==> src/rtl/operand_capture_pkg.sv <==
// Shared definitions for the operand capture front end.
// Holds the FSM state encoding and the short debounce period used in simulation.
package operand_capture_pkg;

   typedef enum logic [1:0] {
      IDLE      = 2'd0,
      DEB_PRESS = 2'd1,
      HELD      = 2'd2,
      DEB_REL   = 2'd3
   } state_t;

   localparam int DEBOUNCE_CYCLES_SIM = 4;

endpackage

==> src/rtl/operand_capture_sync2.sv <==
// Two-flop synchroniser for asynchronous inputs, with a selectable reset value.
module operand_capture_sync2 #(
   parameter int           W       = 1,
   parameter logic [W-1:0] RST_VAL = '0
) (
   input  logic         clk,
   input  logic         rst_n,
   input  logic [W-1:0] d,
   output logic [W-1:0] q
);

   logic [W-1:0] meta;

   always_ff @(posedge clk or negedge rst_n) begin
      if (!rst_n) begin
         meta <= RST_VAL;
         q    <= RST_VAL;
      end else begin
         meta <= d;
         q    <= meta;
      end
   end

endmodule

==> src/rtl/operand_capture.sv <==
// Synchronises the switches and a push button, debounces the button and latches the
// switches into operand A once per confirmed press.
module operand_capture
   import operand_capture_pkg::*;
#(
   parameter int DATA_W          = 16,
   parameter int DEBOUNCE_CYCLES = 500000,
   parameter int CNT_W           = 19,
   parameter int LCNT_W          = 8
) (
   input  logic              CLOCK_50,
   input  logic              RESET_N,
   input  logic              KEY_N,
   input  logic [DATA_W-1:0] SW,
   output logic [DATA_W-1:0] A,
   output logic              A_VALID,
   output logic              KEY_HELD,
   output logic [LCNT_W-1:0] LOAD_CNT
);

   localparam logic [CNT_W-1:0] CNT_LAST = CNT_W'(DEBOUNCE_CYCLES - 1);

   logic              key_s;
   logic [DATA_W-1:0] sw_s;
   state_t            state;
   logic [CNT_W-1:0]  cnt;

   // Key idles released (high) so reset never looks like a press.
   operand_capture_sync2 #(.W(1), .RST_VAL(1'b1)) u_key_sync (
      .clk   (CLOCK_50),
      .rst_n (RESET_N),
      .d     (KEY_N),
      .q     (key_s)
   );

   operand_capture_sync2 #(.W(DATA_W), .RST_VAL('0)) u_sw_sync (
      .clk   (CLOCK_50),
      .rst_n (RESET_N),
      .d     (SW),
      .q     (sw_s)
   );

   always_ff @(posedge CLOCK_50 or negedge RESET_N) begin
      if (!RESET_N) begin
         state    <= IDLE;
         cnt      <= '0;
         A        <= '0;
         A_VALID  <= 1'b0;
         KEY_HELD <= 1'b0;
         LOAD_CNT <= '0;
      end else begin
         A_VALID <= 1'b0;
         case (state)
            IDLE: begin
               if (!key_s) begin
                  state <= DEB_PRESS;
                  cnt   <= '0;
               end
            end
            DEB_PRESS: begin
               if (key_s) begin
                  state <= IDLE;
               end else if (cnt == CNT_LAST) begin
                  state    <= HELD;
                  A        <= sw_s;
                  A_VALID  <= 1'b1;
                  KEY_HELD <= 1'b1;
                  LOAD_CNT <= LOAD_CNT + 1'b1;
               end else begin
                  cnt <= cnt + 1'b1;
               end
            end
            HELD: begin
               if (key_s) begin
                  state <= DEB_REL;
                  cnt   <= '0;
               end
            end
            DEB_REL: begin
               // A bounce back low returns to HELD without a second capture.
               if (!key_s) begin
                  state <= HELD;
               end else if (cnt == CNT_LAST) begin
                  state    <= IDLE;
                  KEY_HELD <= 1'b0;
               end else begin
                  cnt <= cnt + 1'b1;
               end
            end
            default: state <= IDLE;
         endcase
      end
   end

endmodule

==> config.mk <==
export PLATFORM = sky130hd
export DESIGN_NAME = operand_capture
export DESIGN_NICKNAME = d
export VERILOG_FILES = /design/src/rtl/operand_capture_pkg.sv /design/src/rtl/operand_capture_sync2.sv /design/src/rtl/operand_capture.sv
export SDC_FILE = /design/constraint.sdc
export NUM_CORES = 1
export LEC_CHECK = 0
export BUFFER_PORTS_ARGS = -buffer_cell sky130_fd_sc_hd__buf_2
export CORE_MARGIN = 2
export CORE_UTILIZATION = 30
export DETAILED_ROUTE_END_ITERATION = 12
export SLEW_MARGIN = 20
export SYNTH_ARGS = -nofsm -noshare
export SYNTH_HDL_FRONTEND = slang
export SYNTH_SLANG_ARGS = --single-unit
==> constraint.sdc <==
create_clock -name CLOCK_50 -period 3 [get_ports CLOCK_50]
set_input_delay 0.9 -clock CLOCK_50 [delete_from_list [all_inputs] [get_ports CLOCK_50]]
set_output_delay 0.9 -clock CLOCK_50 [all_outputs]
set_load 0.02 [all_outputs]
==> impl_metrics.csv <==
group,metric,value,unit
global_routing,global_route_wire_length_before_repair,9380,µm
finish,seqCellArea,0.00203,mm²
pwr,power_frac_seq,54.2,%
yosys,synth_flop_cell,"dfrtp_1",
route,route.vias.total,2024,
floorplan,floorplan.initialDensity,30.7,%
pwr,fin_total_pwr,0.00209,W
route,drt_initial_violations,80,
sta,timing.clock.skew,0.0110,ns
sta,tightestPinTransition,0.787,ns
placement,gpl.final_weighted_congestion,0.799,
critical_path,timing.critical_path.required,3.22,ns
worst_hold_path,hold_path.class,"reg2reg",
clock_tree,cts_made_buffers,9,
pwr,p_leak,1.76,nW
worst_hold_path,min_from,"u_sw_sync.meta[6]$_DFF_PN0_",
sta,final_critical_path_time_including_i_o_delays_and_setup,2.31,ns
sta,max_slew_margin,47.4,%
floorplan,area_of_the_core,0.0103,mm²
finish,design.final.nets,307,
sta,finalSetupViolations,0,
route,post_drt_via_cell_ratio,4.74,
yosys,synthesis.nets,257,
route,drtPass1Iterations,4,
yosys,yosysWarnings,0,
route,ant_nets,0,
clock_tree,cts.sink_count,81,
outcome,run_status,"completed",
yosys,number_of_flops_mapped_to_enable_cells_by_yosys,0,
clock_tree,cts_htree_levels,3,
sta,setup-tns-final,0,ns
floorplan,die_area,0.0114,mm²
clock_tree,clk-insertion-delay-late,0.35,ns
critical_path,timing_worst_setup_path_type,"reg2reg",
sta,report.final.hold_viol_count,0,
clock_tree,cts_hold_buf,0,
sta,whs,0.344,ns
yosys,postSynth.asyncResetShare,100,%
finish,antenna_cells,0,
critical_path,crit_path_start,"cnt[0]$_DFFE_PN0P_",
yosys,synth_area,0.00315,mm²
pwr,comb_power_share,3.2,%
pwr,switching_power,0.000446,W
global_routing,grt_antenna_before_repair,0,
finish,final_layout_size_suffix_gt1_share,32.3,%
pwr,power_density,560,mW/mm²
floorplan,ios,45,
global_routing,grtUsageTotal,10.5,%
critical_path,worstRegToRegCells,6,
route,post_drt_wl_per_cell,12.7,µm
global_routing,grt.overflow.total,0,
placement,count_of_port_buffers_added_during_placement,44,
pwr,worst_supply_voltage_drop_on_vdd,0.241,mV
finish,area.growth.synth_to_final,18.3,%
sta,achievable-frequency,433,MHz
clock_tree,cts_tree,"built",
yosys,syn-mean-instance-area,13.4,µm²
finish,nFillCells,1020,
yosys,synth_seq_cells,81,
clock_tree,post_cts_buffers,0,
global_routing,grt_start_max_net_pins,42,
pwr,power.share.switching,21.4,%
finish,multiInputGateArea,0.00103,mm²
floorplan,die_width,107,µm
yosys,postSynthCellCount,236,
critical_path,worstSetupEndpointType,"register",
clock_tree,post_cts.resized_instances,0,
critical_path,critical_path_peak_fanout,20,
sta,post-route-period-util,77.0,%
clock_tree,root_buf_cell,"clkbuf_8",
route,routed_wl,5420,µm
sta,grt_setup_unrepaired,"false",
run,drv.max_cap_violation_count,0,
yosys,synth_sequential_area_ratio,64.3,%
route,drc,0,
clock_tree,clock_transition_at_the_register_clock_pins_on_the_worst_setup_and_hold_paths_after_cts,0.08,ns
sta,report.final.slew_viol_count,0,
critical_path,start_kind,"register",
critical_path,data_arrival_time_of_the_worst_path,2.54,ns
clock_tree,cts_buffer_depth,2,
floorplan,die_height,107,µm
worst_hold_path,timing.hold.worst_path_depth,0,
critical_path,rrSetupSlack,0.69,ns
floorplan,std_cell_rows,37,
global_routing,first_global_vias,1947,
pwr,internal_power,0.00164,W
pwr,power.share.clock,42.6,%
placement,hpwlAfterDp,3670,µm
yosys,synth_cell_types,46,
critical_path,launch_instance_of_the_worst_register_to_register_path,"cnt[0]$_DFFE_PN0P_",
## path summary, 6_finish.rpt
| check | to |
|---|---|
| min in group asynchronous | A[0]$_DFFE_PN0P_ |
| min | u_sw_sync.q[6]$_DFF_PN0_ |
| max | A[6]$_DFFE_PN0P_ |
| max in group asynchronous | A[9]$_DFFE_PN0P_ |
| max reg2reg | A[6]$_DFFE_PN0P_ |
| min reg2reg | u_sw_sync.q[6]$_DFF_PN0_ |
## power groups by stage
| stage | logic [W] | registers, W | clock network, W |
|---|---|---|---|
| finish | 0.0000668 | 0.00113 | 0.000889 |
| global route | 0.0000788 | 0.00114 | 0.000977 |
| CTS | 0.0000699 | 0.00113 | 0.000920 |
| detailed placement | 0.0000696 | 0.00115 | 0 |
| global placement | 0.0000683 | 0.00115 | 0 |
| floorplan | 0.0000271 | 0.00115 | 0 |
## cells by family after synthesis
logic type | synth area share (%)
xor+xnor | 2.50
mux | 6.07
flops | 64.3
compound gates | 10.9
buf+inv | 2.86
simple gates | 12.5
fa+ha+maj | 0.793
## area by class of cell
class,count,area share (%)
Multi-Input combinational cell,143,27.7
Tap cell,136,4.56
Clock inverter,5,2.35
Clock buffer,11,3.79
Inverter,2,0.201
Sequential cell,81,54.4
Timing Repair Buffer,49,6.98
## metal layers
metal	part of all wire (%)	vias up	global-route usage, %
li1	-	958	-
met1	48	1003	13.9
met2	45	56	15.8
met3	6.1	7	4.29
met4	1.0	0	3.34
met5	0	-	0
## cells in the final DEF (no fill, tap or decap), types with 4 or more instances in the layout
master	netlist	routed
dfrtp_1	79	79
buf_2	3	43
o21ai_0	21	21
nand2_1	20	20
mux2_2	17	17
clkbuf_8	1	10
o31ai_1	9	9
nor2_1	7	7
nand4_1	6	6
buf_4	0	6
xnor2_1	5	5
o21a_1	4	4
o41ai_1	4	4
xor2_1	4	4
a21oi_1	4	4
## Yosys cell counts (2+ instances only)
master | number | area (µm²)
inv_1 | 2 | 7.51
and3_1 | 2 | 12.5
nor4b_1 | 2 | 17.5
or4_1 | 2 | 15.0
nor3_1 | 3 | 15.0
xnor2_1 | 5 | 43.8
nor2_1 | 7 | 26.3
dfstp_2 | 2 | 52.6
nand3_1 | 3 | 15.0
buf_2 | 3 | 15.0
and2_1 | 3 | 18.8
buf_6 | 4 | 45.0
o41ai_1 | 4 | 35.0
o21a_1 | 4 | 30.0
mux2_2 | 17 | 191
nand2_1 | 20 | 75.1
dfrtp_1 | 79 | 1980
a21oi_1 | 4 | 20.0
nand4_1 | 6 | 37.5
xor2_1 | 4 | 35.0
and4_1 | 3 | 26.3
o21ai_0 | 21 | 105
a21o_1 | 3 | 22.5
o31a_1 | 2 | 17.5
ha_1 | 2 | 25.0
o31ai_1 | 9 | 67.6
## registers in the layout (all words and copies together), names as in the netlist, 8 cells and up, named ones only
name / count
A: 16
LOAD_CNT: 8
cnt: 19
u_sw_sync.meta: 16
u_sw_sync.q: 16
## per-stage QoR
stage | setup slack (ns) | util (%) | std cells | instance area, µm²
after floorplan | 1.01 | - | 236 | 3150
after global placement | 0.784 | 34.1 | 411 | 3500
after detailed placement | 0.681 | 34.1 | 411 | 3500
after CTS | 0.671 | 36.3 | 427 | 3730
after global routing | 0.514 | 36.3 | 427 | 3730
final | 0.690 | 36.3 | 427 | 3730
## worst max-delay path: stages (launching register included)
cell	delay, ns
dfrtp_1	0.40
ha_1	0.22
and4_1	0.37
nand4_4	0.22
nor4_4	0.28
buf_4	0.33
mux2_2	0.37
(Power assumes the default switching activity.)
